<file path="src/rtl/utf8_pkg.sv">
`default_nettype none
// ============================================================================
// Package     : utf8_pkg
// Description : Shared definitions for the UTF-8 echo queue: transmit FSM
//               state encoding, byte-count constants, queue entry width and
//               the entry packing helper.
// Revision    : 1.0 - initial release
// ============================================================================
package utf8_pkg;

  // Transmit FSM states
  typedef enum logic [1:0] {
    ST_IDLE = 2'd0,
    ST_LOAD = 2'd1,
    ST_REQ  = 2'd2,
    ST_WAIT = 2'd3
  } tx_state_t;

  // Byte counts presented to the transmitter
  localparam logic [2:0] BYTES_ASCII = 3'd1;
  localparam logic [2:0] BYTES_UTF8  = 3'd3;

  // Queue entry: {is_utf8, 24-bit character}
  localparam int ENTRY_W = 25;

  // ASCII characters are zero-extended into the low byte so the transmitter
  // always sees the character right-aligned for a 1-byte send.
  function automatic logic [ENTRY_W-1:0] make_entry(input logic        is_utf8,
                                                     input logic [7:0]  ascii_in,
                                                     input logic [23:0] utf8_in);
    make_entry = is_utf8 ? {1'b1, utf8_in} : {1'b0, 16'h0000, ascii_in};
  endfunction

endpackage
`default_nettype wire

</file>
<file path="src/rtl/utf8_echo_queue_char_fifo.sv">
`default_nettype none
// ============================================================================
// Module      : char_fifo
// Description : Circular character FIFO. A push is accepted when not full, or
//               when a pop happens in the same cycle (both then take effect
//               and the count is unchanged). Storage is not reset.
// Revision    : 1.0 - initial release
// ----------------------------------------------------------------------------
// Ports
//   clk, rst_n : clock, asynchronous active-low reset
//   push       : write wdata this cycle
//   pop        : advance the read pointer this cycle (rdata is the head)
//   wdata      : entry to write
//   rdata      : current head entry (combinational)
//   count      : occupancy 0..DEPTH
//   full/empty : status flags
// DEPTH must be a power of two in 2..256.
// ============================================================================
module char_fifo #(
  parameter int DEPTH = 16,
  parameter int WIDTH = 25,
  parameter int CNT_W = $clog2(DEPTH) + 1
) (
  input  logic             clk,
  input  logic             rst_n,
  input  logic             push,
  input  logic             pop,
  input  logic [WIDTH-1:0] wdata,
  output logic [WIDTH-1:0] rdata,
  output logic [CNT_W-1:0] count,
  output logic             full,
  output logic             empty
);

  localparam int AW = $clog2(DEPTH);

  logic [WIDTH-1:0] mem [DEPTH];
  logic [AW-1:0]    wr_ptr;
  logic [AW-1:0]    rd_ptr;
  logic             do_push;
  logic             do_pop;

  assign full  = (count == CNT_W'(DEPTH));
  assign empty = (count == '0);

  assign do_pop  = pop && !empty;
  // When full, a simultaneous pop frees the head slot, which is exactly the
  // slot wr_ptr points at; the head is read before the write lands.
  assign do_push = push && (!full || do_pop);

  assign rdata = mem[rd_ptr];

  // Pointers wrap naturally because DEPTH is a power of two.
  always_ff @(posedge clk or negedge rst_n) begin
    if (!rst_n) begin
      wr_ptr <= '0;
      rd_ptr <= '0;
      count  <= '0;
    end else begin
      if (do_push) wr_ptr <= wr_ptr + AW'(1);
      if (do_pop)  rd_ptr <= rd_ptr + AW'(1);
      case ({do_push, do_pop})
        2'b10:   count <= count + CNT_W'(1);
        2'b01:   count <= count - CNT_W'(1);
        default: count <= count;
      endcase
    end
  end

  always_ff @(posedge clk) begin
    if (do_push) mem[wr_ptr] <= wdata;
  end

endmodule
`default_nettype wire

</file>
<file path="src/rtl/utf8_echo_queue.sv">
`default_nettype none
// ============================================================================
// Module      : utf8_echo_queue
// Description : Queues characters from a UART receive front end (ASCII or
//               3-byte UTF-8) and hands them one at a time to a transmitter
//               using an en / sending / sent handshake.
// Revision    : 1.0 - initial release
// ----------------------------------------------------------------------------
// Ports
//   clk, rst_n     : clock, asynchronous active-low reset
//   received       : character-ready level; one push per rising edge
//   is_utf8        : 1 = utf8_in is valid, 0 = ascii_in is valid
//   ascii_in       : ASCII character
//   utf8_in        : UTF-8 character, lead byte in [23:16]
//   sending        : transmitter busy level
//   sent           : transmitter completion pulse
//   data_to_send   : character presented to the transmitter
//   bytes_to_send  : 1 (ASCII) or 3 (UTF-8)
//   en             : transmit request, high only in REQ
//   count          : FIFO occupancy
//   full, empty    : FIFO status
//   overflow       : sticky, a character was dropped (cleared by reset only)
// ============================================================================
module utf8_echo_queue
  import utf8_pkg::*;
#(
  parameter int DEPTH = 16,
  parameter int CNT_W = $clog2(DEPTH) + 1
) (
  input  logic             clk,
  input  logic             rst_n,
  input  logic             received,
  input  logic             is_utf8,
  input  logic [7:0]       ascii_in,
  input  logic [23:0]      utf8_in,
  input  logic             sending,
  input  logic             sent,
  output logic [23:0]      data_to_send,
  output logic [2:0]       bytes_to_send,
  output logic             en,
  output logic [CNT_W-1:0] count,
  output logic             full,
  output logic             empty,
  output logic             overflow
);

  tx_state_t          state_q;
  tx_state_t          state_d;
  logic               received_q;
  logic               push_edge;
  logic               pop;
  logic [ENTRY_W-1:0] head;

  assign push_edge = received && !received_q;

  char_fifo #(
    .DEPTH (DEPTH),
    .WIDTH (ENTRY_W),
    .CNT_W (CNT_W)
  ) u_fifo (
    .clk   (clk),
    .rst_n (rst_n),
    .push  (push_edge),
    .pop   (pop),
    .wdata (make_entry(is_utf8, ascii_in, utf8_in)),
    .rdata (head),
    .count (count),
    .full  (full),
    .empty (empty)
  );

  always_ff @(posedge clk or negedge rst_n) begin
    if (!rst_n) begin
      received_q <= 1'b0;
      overflow   <= 1'b0;
    end else begin
      received_q <= received;
      // Same drop rule the FIFO applies: full and not popping this cycle.
      if (push_edge && full && !pop) overflow <= 1'b1;
    end
  end

  always_ff @(posedge clk or negedge rst_n) begin
    if (!rst_n) state_q <= ST_IDLE;
    else        state_q <= state_d;
  end

  always_comb begin
    state_d = state_q;
    en      = 1'b0;
    pop     = 1'b0;
    case (state_q)
      ST_IDLE: if (!empty) state_d = ST_LOAD;
      ST_LOAD: begin
        pop     = 1'b1;
        state_d = ST_REQ;
      end
      ST_REQ: begin
        en = 1'b1;
        if (sending) state_d = ST_WAIT;
      end
      ST_WAIT: if (sent || !sending) state_d = ST_IDLE;
      default: state_d = ST_IDLE;
    endcase
  end

  // Output character is only written in LOAD, so it holds through REQ/WAIT.
  always_ff @(posedge clk or negedge rst_n) begin
    if (!rst_n) begin
      data_to_send  <= 24'h000000;
      bytes_to_send <= 3'd0;
    end else if (pop) begin
      data_to_send  <= head[23:0];
      bytes_to_send <= head[ENTRY_W-1] ? BYTES_UTF8 : BYTES_ASCII;
    end
  end

endmodule
`default_nettype wire

</file>
<file path="config.mk">
export PLATFORM = sky130hd
export DESIGN_NAME = utf8_echo_queue
export DESIGN_NICKNAME = d
export VERILOG_FILES = /design/src/rtl/utf8_pkg.sv /design/src/rtl/utf8_echo_queue_char_fifo.sv /design/src/rtl/utf8_echo_queue.sv
export SDC_FILE = /design/constraint.sdc
export NUM_CORES = 1
export LEC_CHECK = 0
export BUFFER_PORTS_ARGS = -buffer_cell sky130_fd_sc_hd__buf_2
export CORE_MARGIN = 3
export CORE_UTILIZATION = 26
export DETAILED_ROUTE_END_ITERATION = 16
export PLACE_DENSITY_LB_ADDON = 0.12
export SYNTH_ARGS = -nofsm -noshare
export SYNTH_HDL_FRONTEND = slang
export SYNTH_HIERARCHICAL = 1
export SYNTH_SLANG_ARGS = --single-unit
</file>
<file path="constraint.sdc">
create_clock -name clk -period 3.3 [get_ports clk]
set_input_delay 0.165 -clock clk [delete_from_list [all_inputs] [get_ports clk]]
set_output_delay 0.165 -clock clk [all_outputs]
set_load 0.01 [all_outputs]
</file>
After elaboration in Yosys (flattened, before gate mapping)
Memories as Yosys holds them, arrays and structs flattened.
Index checks and enable logic that the tools add are counted.
{ "word_totals": {"memories": 1, "mem_bits_rw": 400, "output_inout_bits": 36, "elab_cells": 49, "regBits": 44, "in_bits": 38} }
{ "op_classes": {"n_eq_ne": 9, "n_reduce_logical": 16, "addsub": 4, "n_mux": 11} }
{ "mem_list": {"columns": ["name", "words", "width", "rd", "rd_clocked_by_memory_dff", "wr", "line", "source"], "rows": [
  ["u_fifo.mem", 16, 25, 1, 0, 1, "utf8_echo_queue_char_fifo.sv:37", "logic [WIDTH-1:0] mem [DEPTH];"]
]} }
{ "op_table": {"columns": ["cell", "count"], "rows": [
  ["$mux W25", 1],
  ["$pmux W5 S2", 1],
  ["$add A4 B1 Y4 const B", 2],
  ["$mux W2", 4],
  ["$pmux W2 S4", 1],
  ["$eq A2 B2 Y1 const B", 3],
  ["$ne A2 B2 Y1 const B", 3],
  ["$add A5 B1 Y5 const B", 1],
  ["$eq A5 B5 Y1 const B", 1],
  ["$logic_and A1 B1 Y1", 5],
  ["$logic_not A1 Y1", 5],
  ["$logic_not A5 Y1", 1],
  ["$sub A5 B1 Y5 const B", 1],
  ["$eq A2 B1 Y1 const B", 2],
  ["$mux W1", 4],
  ["$reduce_and A3 Y1", 1],
  ["$logic_not A2 Y1", 1],
  ["$logic_or A1 B1 Y1", 2],
  ["$reduce_bool A2 Y1", 1]
]} }

Longest topological paths before layout
Gate-level depths: netlist (run 1).
{ "depth": {"depth_word": 7, "depth_mapped": 10, "ltp_nobuf": 10} }

Modules after synthesis
Netlist (run 1), hierarchy kept.
{ "by_module_without_submodules": {"columns": ["module", "cells_per_inst", "n_inst", "area_per_inst_um2", "seq_area_each_um2"], "rows": [
  ["char_fifo", 715, 1, 15877.7, 12336.8],
  ["utf8_echo_queue", 105, 1, 1526.5, 750.7]
]} }

Worst setup path after synthesis (run 1)
No wires, ideal clock.
{ "synth_path": {"kind": "register to register", "from": "register received_q", "to": "memory u_fifo.mem[11][0], enable pin", "t_required_ns": 2.856, "slack_ns": -0.251, "path_buffers": 1, "synth_period_minus_slack_ns": 3.551, "arrival_time_ns": 3.107, "stages_incl_launch_ff": 5, "setup_time_ns": 0.444, "path_cell_list": "dfrtp_1 > nor2b_1 > clkbuf_1 > nand3_1 > nor3b_1"} }
{ "synth_via": {"elab_chain_len": 5} }
{ "synth_rtl": {"columns": ["element", "line", "source"], "rows": [
  ["from (decl)", "utf8_echo_queue.sv:49", "logic received_q;"],
  ["from (signal assigned)", "utf8_echo_queue.sv:77", "received_q <= received;"],
  ["$logic_not A1 Y1", "utf8_echo_queue.sv:54", "assign push_edge = received && !received_q;"],
  ["$logic_and A1 B1 Y1", "utf8_echo_queue.sv:54", null],
  ["via push_edge", "utf8_echo_queue.sv:50", "logic push_edge;"],
  ["$logic_and A1 B1 Y1", "utf8_echo_queue_char_fifo.sv:49", "assign do_push = push && (!full || do_pop);"],
  ["$mux W1", "utf8_echo_queue_char_fifo.sv:71", "if (do_push) mem[wr_ptr] <= wdata;"],
  ["$mux W1 (not written as such)", "utf8_echo_queue_char_fifo.sv:71", null],
  ["to (decl)", "utf8_echo_queue_char_fifo.sv:37", null]
]} }
The timed path passes the listed nets, and every way through them passes these cells.

Final worst setup path (run 1)
{ "layout_path": {"from": "register state_q[1]", "to": "memory u_fifo.mem[5][22], enable pin"} }
{ "layout_via": {"elab_chain_len": 7} }
{ "layout_rtl": {"columns": ["element", "line", "source"], "rows": [
  ["from (decl)", "utf8_echo_queue.sv:47", "tx_state_t state_q;"],
  ["from (signal assigned)", "utf8_echo_queue.sv:85", "else state_q <= state_d;"],
  ["$eq A2 B1 Y1", "utf8_echo_queue.sv:92", "case (state_q)"],
  ["$mux W1", "utf8_echo_queue.sv:92", null],
  ["via pop", "utf8_echo_queue.sv:51", "logic pop;"],
  ["$logic_and A1 B1 Y1", "utf8_echo_queue_char_fifo.sv:46", "assign do_pop = pop && !empty;"],
  ["$logic_or A1 B1 Y1", "utf8_echo_queue_char_fifo.sv:49", null],
  ["$logic_and A1 B1 Y1", "utf8_echo_queue_char_fifo.sv:49", null],
  ["$mux W1", "utf8_echo_queue_char_fifo.sv:71", null],
  ["$mux W1 (not written as such)", "utf8_echo_queue_char_fifo.sv:71", null]
]} }
The timed path passes the listed nets, and every way through them passes these cells.

==> metrics.log, run 1 <==
INFO  metric run_status = completed
INFO  metric crit_fanout = 18
INFO  metric vdd_drop_max = 0.4103 mV
INFO  metric clock_path_buffers = 3
INFO  metric crit_family = simple AND/OR/NAND/NOR gates
INFO  metric mostFrequentLayoutCell = edfxtp_1
INFO  metric via_count = 8322
INFO  metric hold_viol = 0
INFO  metric die_h = 264.7 um
INFO  metric synthCells = 820
INFO  metric start_util = 0.2638
INFO  metric buffer_ports.inserted = 72
INFO  metric slew_headroom = 0.2655
INFO  metric yosys.cell_types.count = 48
INFO  metric worstSetupEndpointType = register
INFO  metric die_width = 264.7 um
INFO  metric seq_area_frac_synth = 0.7520
INFO  metric area_delta_synth_final = 19.93%
INFO  metric post-cts-setup-buffers = 0
INFO  metric final_net_count = 1004
INFO  metric core_outline_area = 65980 sq um
INFO  metric final.period_utilization = 0.8655
INFO  metric max_stage_delay = 670 ps
INFO  metric finalNonFillerCells = 1855
INFO  metric global_route.usage.total = 0.1296
INFO  metric drc = 0
INFO  metric die_area = 70080 sq um
INFO  metric io-pin-count = 74
INFO  metric synthesis.area_per_instance = 21.22 sq um
INFO  metric grt_setup_unrepaired = false
INFO  metric synth-seq-cells = 443
INFO  metric critPathKind = reg2reg
INFO  metric worst_ep_required_time = 3570 ps
INFO  metric place_inst = 1758
INFO  metric worstSkewPairLatency = 580 ps
INFO  metric crit_top_cell = buf_4
INFO  metric cts_tree = yes
INFO  metric wire_per_inst = 24.27 um
INFO  metric synth-async-reset-ratio = 0.09707
INFO  metric place_hpwl = 25870 um
INFO  metric power_per_cell_area = 856.0 nW/um^2
INFO  metric timing.hold.worst.class = in2reg
INFO  metric power = 17.87 mW
INFO  metric tightestPinTransition = 1099 ps
INFO  metric first_global_vias = 8987
INFO  metric path_buf_inv = 3
INFO  metric number_of_cell_rows = 94
INFO  metric final-max-slew-violation-count = 0
INFO  metric h-tree-depth = 2
INFO  metric antenna-diode-count = 0
INFO  metric setup_viol = 0
INFO  metric routed_wirelength = 45030 um
INFO  metric clk_pin_slew_worst_paths = 60 ps
INFO  metric totalNegativeSetupSlack = 0 ps
INFO  metric post_route_cells_drive_above_1_share = 0.3532
INFO  metric worst_path_max_delay_cell = nor2_4
INFO  metric timing.critical_path.from_type = register
INFO  metric ant_nets = 0
INFO  metric pin_count_of_the_biggest_net_entering_global_routing = 41
INFO  metric fmax = 350.1 MHz
INFO  metric drtIter0Drc = 593
INFO  metric drv.max_cap_violation_count = 0
INFO  metric clock-skew-final = 17.36 ps
INFO  metric final.min_clock_period = 2856 ps
INFO  metric syn_area = 17400 sq um
INFO  metric synth_nets = 872
INFO  metric antenna_violations_before_repair = 3
INFO  metric crit_chain = inv_1 -> ha_2 -> nand3b_1 -> nand2b_1 -> buf_4 -> nor2_4 -> buf_4
INFO  metric drt_pre_antenna_iters = 5
INFO  metric top_library_cells_by_usage_in_the_layout_fill_and_taps_aside = 400 x edfxtp_1, 100 x mux4_2, 72 x buf_2
INFO  metric clkSinkCount = 443
INFO  metric cts_root_buffer = clkbuf_16
INFO  metric synth_ff_type = edfxtp_1
INFO  metric arrival = 3130 ps
INFO  metric grt_first_pass_wirelength = 65650 um
INFO  metric final_core_utilization = 0.3163
INFO  metric total_leakage_power = 6.980 nW
INFO  metric yosys_warnings = 6
INFO  metric holdWs = 36.27 ps
INFO  metric number_of_enable_flip_flop_cells_after_synthesis = 400
INFO  metric overflow = 0
INFO  metric globalplace.congestion = 0.6862
INFO  metric cts_made_buffers = 51
INFO  metric drt_via_density = 4.486
==> through the flow <==
stage	area, sq um	setup WS, ps
floorplan	17420	601.1
global placement	19180	443.0
detailed placement	19180	411.0
CTS	20870	381.5
global route	20870	282.6
finish	20870	444.0
==> worst paths after layout <==
check                                      start                end  slack [ps]  cells past startpoint
worst max-delay path                  state_q[1]  u_fifo/mem[5][22]         440                      7
worst min-delay path                 ascii_in[4]   u_fifo/mem[2][4]          40                      2
worst max register to register        state_q[1]  u_fifo/mem[5][22]         440                      7
worst min register to register  bytes_to_send[0]   bytes_to_send[0]         460                      1
max in group asynchronous                  rst_n   u_fifo/rd_ptr[0]        2130                      3
min in group asynchronous                  rst_n   data_to_send[17]         220                      2
==> cells in the mapped netlist, types with 2 or more instances <==
master	instances	share of area
and2_1	18	0.0065
buf_6	5	0.0032
edfxtp_1	400	0.69
mux4_2	100	0.13
dfrtp_1	43	0.062
buf_4	7	0.0030
a22oi_1	50	0.022
xnor2_1	8	0.0040
nor3_1	3	0.00086
nand2b_1	7	0.0025
buf_1	7	0.0015
a21oi_1	2	0.00058
clkbuf_1	15	0.0032
mux2_4	22	0.019
buf_2	6	0.0017
nand3b_1	2	0.00086
nand3_1	11	0.0032
nor2_1	17	0.0037
mux2i_1	3	0.0017
inv_1	7	0.0015
nor2b_1	4	0.0014
ha_1	13	0.0093
o211ai_1	2	0.00086
a32o_1	2	0.0012
mux2_1	2	0.0013
nand2_1	31	0.0067
mux2_2	12	0.0078
==> metal layers <==
metal	GRT usage	wire, um
met1	0.1836	21190
met2	0.2094	21330
met3	0.02413	1799
met4	0.02757	698
met5	0	0
==> what timing repair did <==
| action | 4_1_cts | 5_1_grt |
|---|---|---|
| hold buffers | 5 | 0 |
| setup endpoints to repair | 0 | 0 |
| endpoints found under the hold margin | 43 | 0 |
| gates resized for setup | 0 | 0 |
==> registers in the layout (all words and copies together) (netlist names) <==
signal / flops
data_to_send: 24
u_fifo/mem: 400
bytes_to_send: 2
overflow: 1
u_fifo/count: 5
u_fifo/wr_ptr: 4
received_q: 1
state_q: 2
u_fifo/rd_ptr: 4
==> power by group <==
group          switching (mW)  internal (mW)  leakage, nW  total, mW
registers               0.498           6.67         4.15       7.17
clock network            2.25           3.34        0.811       5.58
logic                    2.64           2.47         2.02       5.12
total                    5.39           12.5         6.98       17.9
==> kinds of logic (layout without fill, tap and decap cells) <==
group / count (synthesis) / after routing / share of synthesized area
AO/OA/AOI/OAI: 64 / 64 / 0.02811
XOR/XNOR: 9 / 9 / 0.004529
adder cells (fa/ha/maj): 14 / 14 / 0.01050
buffers and inverters: 51 / 222 / 0.01668
flip-flops: 443 / 443 / 0.7520
multiplexers: 139 / 139 / 0.1592
other: 1 / 1 / 0.0002155
AND/OR/NAND/NOR: 99 / 99 / 0.02883
==> layout make-up <==
class,instances,area (sq um)
clock buffer,66,1384
clock inverter,26,262.8
fill,6310,45110
inverter,9,33.78
multi-input combinational,326,4188
sequential,443,13100
tap,864,1081
timing repair buffer,121,828.3
(Power assumes the default switching activity.)
==> inputs of run 2 (changes only) <==
- CORE_UTILIZATION: 26 -> 55
==> metrics.log, run 2 (synthesized netlist as in run 1, its figures left out) <==
INFO  metric run_status = completed
INFO  metric tightestPinTransition = 925.7 ps
INFO  metric antenna_violations_before_repair = 0
INFO  metric fmax = 380.9 MHz
INFO  metric antenna-diode-count = 0
INFO  metric slew_headroom = 0.3828
INFO  metric final.period_utilization = 0.7956
INFO  metric arrival = 3070 ps
INFO  metric max_stage_delay = 560 ps
INFO  metric io-pin-count = 74
INFO  metric globalplace.congestion = 0.7886
INFO  metric cts_made_buffers = 44
INFO  metric place_hpwl = 22410 um
INFO  metric hold_viol = 0
INFO  metric h-tree-depth = 2
INFO  metric drtIter0Drc = 770
INFO  metric drv.max_cap_violation_count = 0
INFO  metric wire_per_inst = 27.04 um
INFO  metric crit_fanout = 5
INFO  metric drc = 0
INFO  metric via_count = 8632
INFO  metric regMostFlops = u_fifo/mem
INFO  metric biggestRegsByFlops = u_fifo/mem: 400 flops, data_to_send: 24 flops, u_fifo/count: 5 flops
INFO  metric top_library_cells_by_usage_in_the_layout_fill_and_taps_aside = 400 x edfxtp_1, 100 x mux4_2, 72 x buf_2
INFO  metric power_per_cell_area = 854.5 nW/um^2
INFO  metric overflow = 0
INFO  metric final_net_count = 985
INFO  metric number_of_cell_rows = 64
INFO  metric cts_tree = yes
INFO  metric grt_setup_unrepaired = false
INFO  metric global_route.usage.total = 0.2249
INFO  metric clock-skew-final = 20.15 ps
INFO  metric total_leakage_power = 6.806 nW
INFO  metric power = 16.98 mW
INFO  metric post_route_cells_drive_above_1_share = 0.3488
INFO  metric die_width = 183.9 um
INFO  metric start_util = 0.5631
INFO  metric crit_chain = or4_1 -> o21ai_2 -> or2_2 -> inv_2 -> ha_1 -> nor2_1 -> a21oi_1 -> o31a_1 -> o211ai_1
INFO  metric worstSetupEndpointType = register
INFO  metric critPathKind = reg2reg
INFO  metric pin_count_of_the_biggest_net_entering_global_routing = 53
INFO  metric grt_first_pass_wirelength = 56070 um
INFO  metric clk_pin_slew_worst_paths = 60 ps
INFO  metric first_global_vias = 8776
INFO  metric ant_nets = 0
INFO  metric drt_pre_antenna_iters = 5
INFO  metric core_outline_area = 30910 sq um
INFO  metric largest_reg_flops = 400
INFO  metric buffer_ports.inserted = 72
INFO  metric pre_cts_ws = 716.7 ps
INFO  metric area_delta_synth_final = 14.21%
INFO  metric clock_path_buffers = 3
INFO  metric timing.critical_path.from_type = register
INFO  metric drt_via_density = 6.324
INFO  metric mostFrequentLayoutCell = edfxtp_1
INFO  metric vdd_drop_max = 0.4777 mV
INFO  metric final.min_clock_period = 2626 ps
INFO  metric cts_root_buffer = clkbuf_16
INFO  metric worst_ep_required_time = 3740 ps
INFO  metric totalNegativeSetupSlack = 0 ps
INFO  metric die_area = 33810 sq um
INFO  metric worstSkewPairLatency = 540 ps
INFO  metric clkSinkCount = 443
INFO  metric routed_wirelength = 36910 um
INFO  metric timing.hold.worst.class = in2reg
INFO  metric worst_path_max_delay_cell = or4_1
INFO  metric holdWs = 48.72 ps
INFO  metric setup_viol = 0
INFO  metric worst_path_setup_slack_after_routing = 674.4 ps
INFO  metric final-max-slew-violation-count = 0
INFO  metric die_h = 183.9 um
## run 2: cell type report
class	instances	area [sq um]
repair buffers	109	693.2
multi-input cells	326	4111
well taps	396	495.5
flip-flops and latches	443	13100
inverters	9	33.78
fillers	2106	11030
clock inverters	17	146.4
clock buffers	65	1301
## run 2: repair_timing
action	CTS	global route
endpoints found under the hold margin	15	0
setup buffers	0	0
resized for setup	0	0
hold buffers	2	0
## run 2: worst paths after layout
| kind | start | slack, ps | to | cells after the start |
|---|---|---|---|---|
| min in group asynchronous | rst_n | 160 | data_to_send[23] | 2 |
| max | u_fifo/count[0] | 670 | u_fifo/count[4] | 9 |
| max in group asynchronous | rst_n | 2240 | u_fifo/rd_ptr[1] | 3 |
| min reg2reg | overflow | 460 | overflow | 1 |
| min | sending | 50 | state_q[0] | 4 |
| max reg2reg | u_fifo/count[0] | 670 | u_fifo/count[4] | 9 |
## run 2: through the flow
step           std cells  instance area [sq um]    util
2_1_floorplan        820                  17420       -
3_3_place_gp        1281                  18410  0.5956
3_5_place_dp        1281                  18410  0.5956
4_1_cts             1365                  19880  0.6431
5_1_grt             1365                  19880  0.6431
6_report            1365                  19880  0.6431
## run 2: metal layers
layer / track usage / up-vias / share of wire
met5: 0 / - / 0
met4: 0.03901 / 0 / 0.012
met3: 0.04056 / 47 / 0.083
met2: 0.3371 / 400 / 0.46
met1: 0.3590 / 4590 / 0.45
li1: - / 3595 / -
## run 2: where the power goes
part           switching (mW)  internal [mW]
sequential              0.543           6.67
clock                    1.99           2.89
combinational            2.51           2.38
## run 2: worst max-delay path, delay by kind of cell (launching register included)
| family | cells | cell delay, ps |
|---|---|---|
| AND/OR/NAND/NOR | 3 | 930 |
| AO/OA/AOI/OAI | 4 | 790 |
| flip-flops | 1 | 460 |
| adder cells (fa/ha/maj) | 1 | 300 |
| buffers and inverters | 1 | 50 |
